## config.mk

```make
export PLATFORM = sky130hd
export DESIGN_NAME = btn_conditioner_flat
export DESIGN_NICKNAME = d
export VERILOG_FILES = /design/src/rtl/pong_pkg.sv /design/src/rtl/btn_conditioner_if.sv /design/src/rtl/btn_channel.sv /design/src/rtl/btn_conditioner.sv /design/src/flat_wrapper.sv
export SDC_FILE = /design/constraint.sdc
export NUM_CORES = 1
export LEC_CHECK = 0
export BUFFER_PORTS_ARGS = -buffer_cell sky130_fd_sc_hd__buf_2
export CAP_MARGIN = 40
export CORE_MARGIN = 3
export CORE_UTILIZATION = 60
export CTS_BUF_LIST = sky130_fd_sc_hd__clkbuf_16
export DETAILED_ROUTE_END_ITERATION = 6
export GPL_TIMING_DRIVEN = 0
export PLACE_DENSITY = 0.74
export SLEW_MARGIN = 10
export SYNTH_ARGS = -nofsm -noshare
export SYNTH_HDL_FRONTEND = slang
export SYNTH_SLANG_ARGS = --single-unit
```

## constraint.sdc

```tcl
create_clock -name clk -period 10.5 [get_ports clk]
set_input_delay 1.05 -clock clk [delete_from_list [all_inputs] [get_ports clk]]
set_output_delay 1.05 -clock clk [all_outputs]
set_load 0.05 [all_outputs]
```

## src/rtl/pong_pkg.sv

```systemverilog
// rtl/pong_pkg.sv - shared constants, repeat FSM states and width helpers for the button front end
package pong_pkg;

  // Button channel indices on the btn_* vectors
  localparam int BTN_U = 0;
  localparam int BTN_L = 1;
  localparam int BTN_R = 2;
  localparam int BTN_D = 3;
  localparam int BTN_C = 4;

  // Auto-repeat state machine encoding
  typedef enum logic [1:0] {
    RPT_IDLE   = 2'd0,
    RPT_DELAY  = 2'd1,
    RPT_REPEAT = 2'd2
  } rpt_state_t;

  // Counter width able to hold 0..n-1, never narrower than one bit
  function automatic int cnt_width(input int n);
    if (n <= 2) return 1;
    return $clog2(n);
  endfunction

  function automatic int max2(input int a, input int b);
    return (a > b) ? a : b;
  endfunction

endpackage

```

## src/rtl/btn_conditioner_if.sv

```systemverilog
// rtl/btn_conditioner_if.sv - pad-side inputs and conditioned outputs of the button front end
interface btn_conditioner_if #(
  parameter int N_BTN = 5
);

  logic [N_BTN-1:0] btn_raw;
  logic             frame_tick;
  logic [N_BTN-1:0] btn_level;
  logic [N_BTN-1:0] btn_press;
  logic [N_BTN-1:0] btn_release;
  logic [N_BTN-1:0] btn_repeat;
  logic [N_BTN-1:0] btn_frame_press;

  // Board / video side: drives pads and frame strobe, consumes the clean events
  modport master (
    output btn_raw,
    output frame_tick,
    input  btn_level,
    input  btn_press,
    input  btn_release,
    input  btn_repeat,
    input  btn_frame_press
  );

  // Conditioner side
  modport slave (
    input  btn_raw,
    input  frame_tick,
    output btn_level,
    output btn_press,
    output btn_release,
    output btn_repeat,
    output btn_frame_press
  );

endinterface

```

## src/rtl/btn_channel.sv

```systemverilog
// rtl/btn_channel.sv - one button: synchroniser, debounce, edge pulses, auto-repeat and frame latch
module btn_channel
  import pong_pkg::*;
#(
  parameter int DB_CYCLES     = 1_000_000,
  parameter int REPEAT_DELAY  = 50_000_000,
  parameter int REPEAT_PERIOD = 10_000_000
) (
  input  logic clk,
  input  logic reset,
  input  logic btn_raw,
  input  logic frame_tick,
  output logic btn_level,
  output logic btn_press,
  output logic btn_release,
  output logic btn_repeat,
  output logic btn_frame_press
);

  localparam int DB_W    = cnt_width(DB_CYCLES);
  localparam int RPT_MAX = max2(REPEAT_DELAY, REPEAT_PERIOD);
  localparam int RPT_W   = cnt_width(RPT_MAX);

  localparam logic [DB_W-1:0]  DB_LAST     = DB_W'(DB_CYCLES - 1);
  localparam logic [RPT_W-1:0] DELAY_LAST  = RPT_W'(REPEAT_DELAY - 1);
  localparam logic [RPT_W-1:0] PERIOD_LAST = RPT_W'(REPEAT_PERIOD - 1);

  logic             sync_q1;
  logic             sync_q2;
  logic [DB_W-1:0]  db_cnt_q;
  logic             level_q;
  logic             level_d;
  logic             press_q;
  logic             release_q;
  logic             pending_q;
  rpt_state_t       state_q;
  rpt_state_t       state_n;
  logic [RPT_W-1:0] rpt_cnt_q;
  logic [RPT_W-1:0] rpt_cnt_n;
  logic             rpt_pulse;

  // Two-flop synchroniser bringing the asynchronous pad into the clk domain
  always_ff @(posedge clk or posedge reset) begin
    if (reset) begin
      sync_q1 <= 1'b0;
      sync_q2 <= 1'b0;
    end else begin
      sync_q1 <= btn_raw;
      sync_q2 <= sync_q1;
    end
  end

  // Accept a new level only after it has differed from the current one for DB_CYCLES cycles
  always_ff @(posedge clk or posedge reset) begin
    if (reset) begin
      db_cnt_q <= '0;
      level_q  <= 1'b0;
    end else if (sync_q2 == level_q) begin
      db_cnt_q <= '0;
    end else if (db_cnt_q == DB_LAST) begin
      level_q  <= sync_q2;
      db_cnt_q <= '0;
    end else begin
      db_cnt_q <= db_cnt_q + DB_W'(1);
    end
  end

  // Registered single-cycle press/release pulses, one cycle after the level edge
  always_ff @(posedge clk or posedge reset) begin
    if (reset) begin
      level_d   <= 1'b0;
      press_q   <= 1'b0;
      release_q <= 1'b0;
    end else begin
      level_d   <= level_q;
      press_q   <= level_q & ~level_d;
      release_q <= ~level_q & level_d;
    end
  end

  // Repeat FSM state and hold-time counter
  always_ff @(posedge clk or posedge reset) begin
    if (reset) begin
      state_q   <= RPT_IDLE;
      rpt_cnt_q <= '0;
    end else begin
      state_q   <= state_n;
      rpt_cnt_q <= rpt_cnt_n;
    end
  end

  // Repeat FSM: first pulse with the press, then after the delay, then every period while held
  always_comb begin
    state_n   = state_q;
    rpt_cnt_n = rpt_cnt_q;
    rpt_pulse = 1'b0;
    if (!level_q) begin
      state_n   = RPT_IDLE;
      rpt_cnt_n = '0;
    end else begin
      case (state_q)
        RPT_IDLE: begin
          if (press_q) begin
            rpt_pulse = 1'b1;
            state_n   = RPT_DELAY;
            rpt_cnt_n = '0;
          end
        end
        RPT_DELAY: begin
          if (rpt_cnt_q == DELAY_LAST) begin
            rpt_pulse = 1'b1;
            state_n   = RPT_REPEAT;
            rpt_cnt_n = '0;
          end else begin
            rpt_cnt_n = rpt_cnt_q + RPT_W'(1);
          end
        end
        RPT_REPEAT: begin
          if (rpt_cnt_q == PERIOD_LAST) begin
            rpt_pulse = 1'b1;
            rpt_cnt_n = '0;
          end else begin
            rpt_cnt_n = rpt_cnt_q + RPT_W'(1);
          end
        end
        default: begin
          state_n   = RPT_IDLE;
          rpt_cnt_n = '0;
        end
      endcase
    end
  end

  // Remember a press until the next frame strobe; a press on the strobe itself is not kept
  always_ff @(posedge clk or posedge reset) begin
    if (reset) begin
      pending_q <= 1'b0;
    end else if (frame_tick) begin
      pending_q <= 1'b0;
    end else begin
      pending_q <= pending_q | press_q;
    end
  end

  assign btn_level       = level_q;
  assign btn_press       = press_q;
  assign btn_release     = release_q;
  assign btn_repeat      = rpt_pulse;
  assign btn_frame_press = frame_tick & (pending_q | press_q);

endmodule

```

## src/rtl/btn_conditioner.sv

```systemverilog
// rtl/btn_conditioner.sv - five-button front end: one independent conditioning channel per pad
module btn_conditioner
  import pong_pkg::*;
#(
  parameter int N_BTN         = 5,
  parameter int DB_CYCLES     = 1_000_000,
  parameter int REPEAT_DELAY  = 50_000_000,
  parameter int REPEAT_PERIOD = 10_000_000
) (
  input logic          clk,
  input logic          reset,
  btn_conditioner_if.slave bus
);

  // One channel per button; they share only the clock, reset and frame strobe
  for (genvar g = 0; g < N_BTN; g++) begin : g_ch
    btn_channel #(
      .DB_CYCLES    (DB_CYCLES),
      .REPEAT_DELAY (REPEAT_DELAY),
      .REPEAT_PERIOD(REPEAT_PERIOD)
    ) u_ch (
      .clk            (clk),
      .reset          (reset),
      .btn_raw        (bus.btn_raw[g]),
      .frame_tick     (bus.frame_tick),
      .btn_level      (bus.btn_level[g]),
      .btn_press      (bus.btn_press[g]),
      .btn_release    (bus.btn_release[g]),
      .btn_repeat     (bus.btn_repeat[g]),
      .btn_frame_press(bus.btn_frame_press[g])
    );
  end

endmodule

```

## src/flat_wrapper.sv

```systemverilog
// flat-port wrapper written by rule: the top's interface ports become plain ports
module btn_conditioner_flat import pong_pkg::*;
#(
  parameter int N_BTN         = 5,
  parameter int DB_CYCLES     = 1_000_000,
  parameter int REPEAT_DELAY  = 50_000_000,
  parameter int REPEAT_PERIOD = 10_000_000
)
  (clk, reset, bus_btn_raw, bus_frame_tick, bus_btn_level, bus_btn_press, bus_btn_release, bus_btn_repeat, bus_btn_frame_press);
  btn_conditioner_if #(.N_BTN(N_BTN)) bus_i ();
  input logic clk;
  input logic reset;
  input wire logic [$bits(bus_i.btn_raw)-1:0] bus_btn_raw;
  input wire logic [$bits(bus_i.frame_tick)-1:0] bus_frame_tick;
  output wire logic [$bits(bus_i.btn_level)-1:0] bus_btn_level;
  output wire logic [$bits(bus_i.btn_press)-1:0] bus_btn_press;
  output wire logic [$bits(bus_i.btn_release)-1:0] bus_btn_release;
  output wire logic [$bits(bus_i.btn_repeat)-1:0] bus_btn_repeat;
  output wire logic [$bits(bus_i.btn_frame_press)-1:0] bus_btn_frame_press;
  assign bus_i.btn_raw = bus_btn_raw;
  assign bus_i.frame_tick = bus_frame_tick;
  assign bus_btn_level = bus_i.btn_level;
  assign bus_btn_press = bus_i.btn_press;
  assign bus_btn_release = bus_i.btn_release;
  assign bus_btn_repeat = bus_i.btn_repeat;
  assign bus_btn_frame_press = bus_i.btn_frame_press;
  btn_conditioner #(.N_BTN(N_BTN), .DB_CYCLES(DB_CYCLES), .REPEAT_DELAY(REPEAT_DELAY), .REPEAT_PERIOD(REPEAT_PERIOD)) u_core (.clk(clk), .reset(reset), .bus(bus_i));
endmodule
```

# Word-level counts from Yosys, hierarchy flattened
# Cells that the tools add are included.
totals:
  mem_bits_rw: 0
  output_inout_bits: 25
  inputBits: 8
  latchBits: 0
  register_bits: 275
  rom_bits: 0
  memories: 0
op_classes:
  bitwise: 35
  addsub: 10
  reduce_logical: 15
  mul: 0
  shift: 0
  eq_ne: 45
  muxes: 85
  n_lt_le_gt_ge: 0
  div: 0
op_table:
  columns: ["operator", "n"]
  rows:
  - ["$mux 26", 20]
  - ["$pmux 26 s3", 5]
  - ["$mux 20", 10]
  - ["$add 26x1->26 const B", 5]
  - ["$eq 26x24->1 const B", 5]
  - ["$eq 26x26->1 const B", 5]
  - ["$add 20x1->20 const B", 5]
  - ["$eq 20x20->1 const B", 5]
  - ["$mux 2", 15]
  - ["$ne 3x3->1 const B", 10]
  - ["$pmux 2 s3", 5]
  - ["$mux 1", 25]
  - ["$and 1x1->1", 15]
  - ["$not 1->1", 15]
  - ["$pmux 1 s3", 5]
  - ["$reduce_and 3->1", 5]
  - ["$eq 2x1->1 const B", 5]
  - ["$eq 2x2->1 const B", 5]
  - ["$logic_not 2->1", 5]
  - ["$ne 2x2->1 const B", 5]
  - ["$reduce_and 2->1", 5]
  - ["$eq 1x1->1", 5]
  - ["$or 1x1->1", 5]

# Depth between registers and ports, before layout
logic_depth:
  depth_word: 4
  mapped_depth: 9
  ltp_nobuf: 7

# By module
# A second synthesis with hierarchy kept.
unflattened:
  hier_cells: 1509
  hier_area_um2: 14692.8
by_module_without_submodules:
  columns: ["mod", "instances", "cells_each", "area_per_inst_um2"]
  rows:
  - ["btn_channel at u_core.g_ch[0].u_ch ...", 3, 306, 3015.4]
  - ["btn_channel at u_core.g_ch[1].u_ch", 1, 301, 2862.7]
  - ["btn_channel at u_core.g_ch[4].u_ch", 1, 290, 2783.9]

# Worst setup path after synthesis
# No wires, ideal clock.
synth_timing:
  path_kind: "reg-to-output"
  startpoint: "reg u_core.g_ch[4].u_ch.rpt_cnt_q[17]"
  endpoint: "out bus_btn_repeat[4]"
  path_slack_ns: 7.529
  path_stages_with_launch: 7
  n_path_buf: 1
  t_required_ns: 9.450
  t_arrival_ns: 1.921
  path_cell_list: "dfrtp_1 or4b_1 nor4_1 a2bb2o_1 a22oi_1 nor3b_1 buf_4"
synth_via:
  elab_chain_len: 4
  elab_cells_between_ends: 6
synth_lines:
  columns: ["element", "line_no", "rtl"]
  rows:
  - ["start: declaration", "btn_channel.sv:38", "logic [RPT_W-1:0] rpt_cnt_q;"]
  - ["start signal: assignment", "btn_channel.sv:88", "rpt_cnt_q <= rpt_cnt_n;"]
  - ["$eq 26x24->1 or $eq 26x26->1 (tied branches)", "btn_channel.sv:119, btn_channel.sv:110", null]
  - ["$mux 1 (on tied branches)", "btn_channel.sv:119, btn_channel.sv:110", null]
  - ["$pmux 1 s3 (*)", "btn_channel.sv:101", "case (state_q)"]
  - ["$mux 1 (*)", "btn_channel.sv:97", "if (!level_q) begin"]
  - ["end: declaration", "flat_wrapper.sv:18", "output wire logic [$bits(bus_i.btn_repeat)-1:0] bus_btn_repeat;"]
# Every way passes the cells marked *; elsewhere a longest branch is shown, timed or not.

# Final worst setup path
# Same ends and word-level chain as after synthesis.

==> load_flow_metrics.sql <==
INSERT INTO impl_metrics (metric_group, metric, value, unit) VALUES
('clock_tree', 'worst_skew_late_latency', '0.54', 'ns'),
('placed_design', 'dp.final_hpwl', '23700', 'microns'),
('final_layout', 'multiInputGateArea', '8210', 'sq um'),
('worst_setup_path', 'critPathCaptureType', 'output port', ''),
('global_route', 'antenna_found_initial', '0', ''),
('clock_tree', 'htreeDepth', '1', ''),
('global_route', 'track_usage', '24.9', '%'),
('placed_design', 'dpl-instance-area', '16500', 'sq um'),
('die', 'die_area', '28400', 'sq um'),
('pwr', 'netSwitchingPower', '0.000465', 'W'),
('final_layout', 'area_growth', '10.0', '%'),
('placed_design', 'gpl.final_weighted_congestion', '0.928', ''),
('sta', 'max_slew_margin', '42.3', '%'),
('worst_setup_path', 'rr_startpoint', 'u_core.g_ch[4].u_ch.state_q[0]', ''),
('clock_tree', 'number_of_gates_resized_after_cts', '0', ''),
('job', 'max_cap_viol_count', '0', ''),
('logic_synthesis', 'synthFlopType', 'sky130_fd_sc_hd__dfrtp_1', ''),
('placed_design', 'buffers_added_on_ports', '31', ''),
('pwr', 'power-per-cell-area', '123', 'nW/um^2'),
('pwr', 'pwr-share-seq', '50.0', '%'),
('worst_setup_path', 'crit_path_max_incr_delay', '0.56', 'ns'),
('logic_synthesis', 'yosysWarnings', '0', ''),
('detailed_routing', 'drt_wl_total', '35200', 'microns'),
('detailed_routing', 'drt-vias-per-instance', '6.11', ''),
('clock_tree', 'cts_hold_buf', '0', ''),
('detailed_routing', 'total_via_count_in_the_routed_design', '13400', ''),
('die', 'placeable_core_region', '25500', 'sq um'),
('logic_synthesis', 'synth-seq-area-share', '43.4', '%'),
('logic_synthesis', 'ys_async_sr_fraction', '100', '%'),
('logic_synthesis', 'yosys_register_bits', '275', ''),
('global_route', 'grt_first_pass_wirelength', '61300', 'microns'),
('worst_setup_path', 'worst_setup_path_startpoint', 'u_core.g_ch[4].u_ch.rpt_cnt_q[17]', ''),
('die', 'boundaryPins', '33', ''),
('clock_tree', 'ctsLongestPathBuffers', '3', ''),
('worst_setup_path', 'worstPathMaxFanout', '7', ''),
('worst_hold_path', 'worst_hold_startpoint', 'u_core.g_ch[3].u_ch.sync_q1', ''),
('detailed_routing', 'number_of_routed_nets_with_antenna_violations', '0', ''),
('clock_tree', 'tritoncts_num_sinks', '275', ''),
('logic_synthesis', 'synthesis.area', '15800', 'sq um'),
('clock_tree', 'clk_transition_reported_paths', '0.06', 'ns'),
('clock_tree', 'ctsRootBufferMaster', 'sky130_fd_sc_hd__clkbuf_16', ''),
('pwr', 'share_clk_of_total_power', '48.0', '%'),
('logic_synthesis', 'netlist_instances', '1776', ''),
('worst_setup_path', 'timing.critical_path.from_type', 'flip-flop', ''),
('sta', 'final_worst_path_period_share', '38.5', '%'),
('pwr', 'sw_frac_of_total', '21.7', '%'),
('logic_synthesis', 'synthTopCellsByArea', 'sky130_fd_sc_hd__dfrtp_1 43%, sky130_fd_sc_hd__nand2_1 6.7%, sky130_fd_sc_hd__nor2_1 4.3%, sky130_fd_sc_hd__o221ai_1 4.0%, sky130_fd_sc_hd__xnor2_1 3.2%', ''),
('sta', 'max_freq', '248', 'MHz'),
('logic_synthesis', 'synth_cell_types', '75', ''),
('detailed_routing', 'detail_route.first_pass.iterations', '5', ''),
('detailed_routing', 'drt_iter0_markers', '1098', ''),
('clock_tree', 'tritoncts', 'done', ''),
('clock_tree', 'number_of_post_cts_setup_repair_buffers', '0', ''),
('worst_hold_path', 'min-delay-path-class', 'reg -> reg', ''),
('pwr', 'p_int', '0.00168', 'W'),
('pwr', 'comb_power_share', '2.0', '%'),
('sta', 'fin_worst_skew', '0.00670', 'ns'),
('detailed_routing', 'post_detailed_route_drc_marker_count', '0', ''),
('logic_synthesis', 'synth_top_area_share', '43.4', '%'),
('worst_setup_path', 'criticalPathCategory', 'reg -> out', ''),
('sta', 'max_slew.worst_pin.slew', '0.864', 'ns'),
('sta', 'setup_viol_count_final', '0', ''),
('final_layout', 'num-fill-cells', '2059', ''),
('sta', 'rsz0062_at_grt', 'false', ''),
('final_layout', 'regArea', '6880', 'sq um'),
('logic_synthesis', 'mappedNetlistNets', '1819', ''),
('sta', 'drv_slew', '0', ''),
('worst_setup_path', 'critPathSlowestCell', 'sky130_fd_sc_hd__or4b_1', ''),
('final_layout', 'final_cell_area', '17400', 'sq um'),
('logic_synthesis', 'syn_area_per_cell', '8.92', 'sq um'),
('outcome', 'run_status', 'finished, final reports clean', '');
-- state kept, by name (all words and copies together) (netlist names) --
name,count
u_core.g_ch.u_ch.rpt_cnt_q,130
u_core.g_ch.u_ch.db_cnt_q,100
u_core.g_ch.u_ch.state_q,10
u_core.g_ch.u_ch.btn_level,5
u_core.g_ch.u_ch.btn_press,5
u_core.g_ch.u_ch.btn_release,5
u_core.g_ch.u_ch.level_d,5
u_core.g_ch.u_ch.pending_q,5
u_core.g_ch.u_ch.sync_q1,5
u_core.g_ch.u_ch.sync_q2,5
-- power groups by stage --
stage          Clock [W]  Combinational, W  Sequential [W]
6_report         0.00103         0.0000422         0.00107
5_1_grt          0.00110         0.0000500         0.00107
3_5_place_dp           0         0.0000444         0.00109
2_1_floorplan          0         0.0000301         0.00109
4_1_cts          0.00105         0.0000444         0.00107
3_3_place_gp           0         0.0000407         0.00109
-- layout make-up --
class                           instances  area share (%)
Multi-Input combinational cell       1335            47.1
Sequential cell                       275            39.5
Clock buffer                           31            4.45
Buffer                                120            3.33
Tap cell                              330            2.37
Timing Repair Buffer                   33            1.21
Clock inverter                         23            1.05
Inverter                               46            1.03
-- cells in the mapped netlist, drive strengths merged, types with 34 or more instances --
| library cell | count |
|---|---|
| nor2 | 183 |
| nand2 | 283 |
| dfrtp | 275 |
| nor4 | 54 |
| buf | 51 |
| nor3 | 45 |
| nand4 | 61 |
| and3 | 34 |
| inv | 46 |
| nand3 | 90 |
| clkbuf | 69 |
| o21ai | 35 |
| o211ai | 42 |
| and2 | 39 |
| ha | 35 |
| xor2 | 48 |
| o221ai | 72 |
| xnor2 | 57 |
-- cell families after synthesis --
kind of cell    synth area share (%)
simple gates                    29.2
xor+xnor                        5.80
buf+inv                         4.75
fa+ha+maj                       2.76
compound gates                  13.8
mux                            0.284
flops                           43.4
-- per-layer routing --
metal  track usage, %  up-vias  routed length (microns)
li1                 -     6543                        -
met1             35.1     6460                    16100
met2             41.2      348                    16800
met3             2.97       52                     1630
met4             6.51        0                      645
met5                0        -                        0
-- path summary, 6_finish.rpt --
kind / depth (start not counted) / slack, ns / endpoint
max in group asynchronous: 4 / 8.61 / u_core.g_ch[4].u_ch.rpt_cnt_q[2]
min reg2reg: 0 / 0.35 / u_core.g_ch[3].u_ch.sync_q2
max reg2reg: 9 / 7.76 / u_core.g_ch[4].u_ch.rpt_cnt_q[21]
min in group asynchronous: 2 / 0.57 / u_core.g_ch[0].u_ch.btn_release
max: 7 / 6.46 / bus_btn_repeat[4]
min: 0 / 0.35 / u_core.g_ch[3].u_ch.sync_q2
-- worst reg2reg max path, stage by stage, from the launching register on --
cell and delay (ns):
sky130_fd_sc_hd__dfrtp_1 0.41, sky130_fd_sc_hd__inv_1 0.10, sky130_fd_sc_hd__ha_1 0.24, sky130_fd_sc_hd__nor2b_1 0.16
sky130_fd_sc_hd__and2_1 0.16, sky130_fd_sc_hd__clkbuf_1 0.22, sky130_fd_sc_hd__nor2_1 0.60, sky130_fd_sc_hd__clkbuf_1 0.46
sky130_fd_sc_hd__o221ai_1 0.23, sky130_fd_sc_hd__nand2_1 0.11
-- metrics by stage --
stage | power, W | hold slack (ns) | setup WS (ns) | setup TNS (ns) | cells
floorplan | 0.00112 | 0.331 | 1.87 | 0 | 1776
global placement | 0.00113 | 0.334 | -1.17 | -315.13 | 2137
detailed placement | 0.00114 | 0.335 | 7.06 | 0 | 2139
CTS | 0.00217 | 0.345 | 6.45 | 0 | 2193
global route | 0.00222 | 0.354 | 6.32 | 0 | 2193
finish | 0.00215 | 0.346 | 6.46 | 0 | 2193
Note: power is estimated with default switching activity, not from simulation.
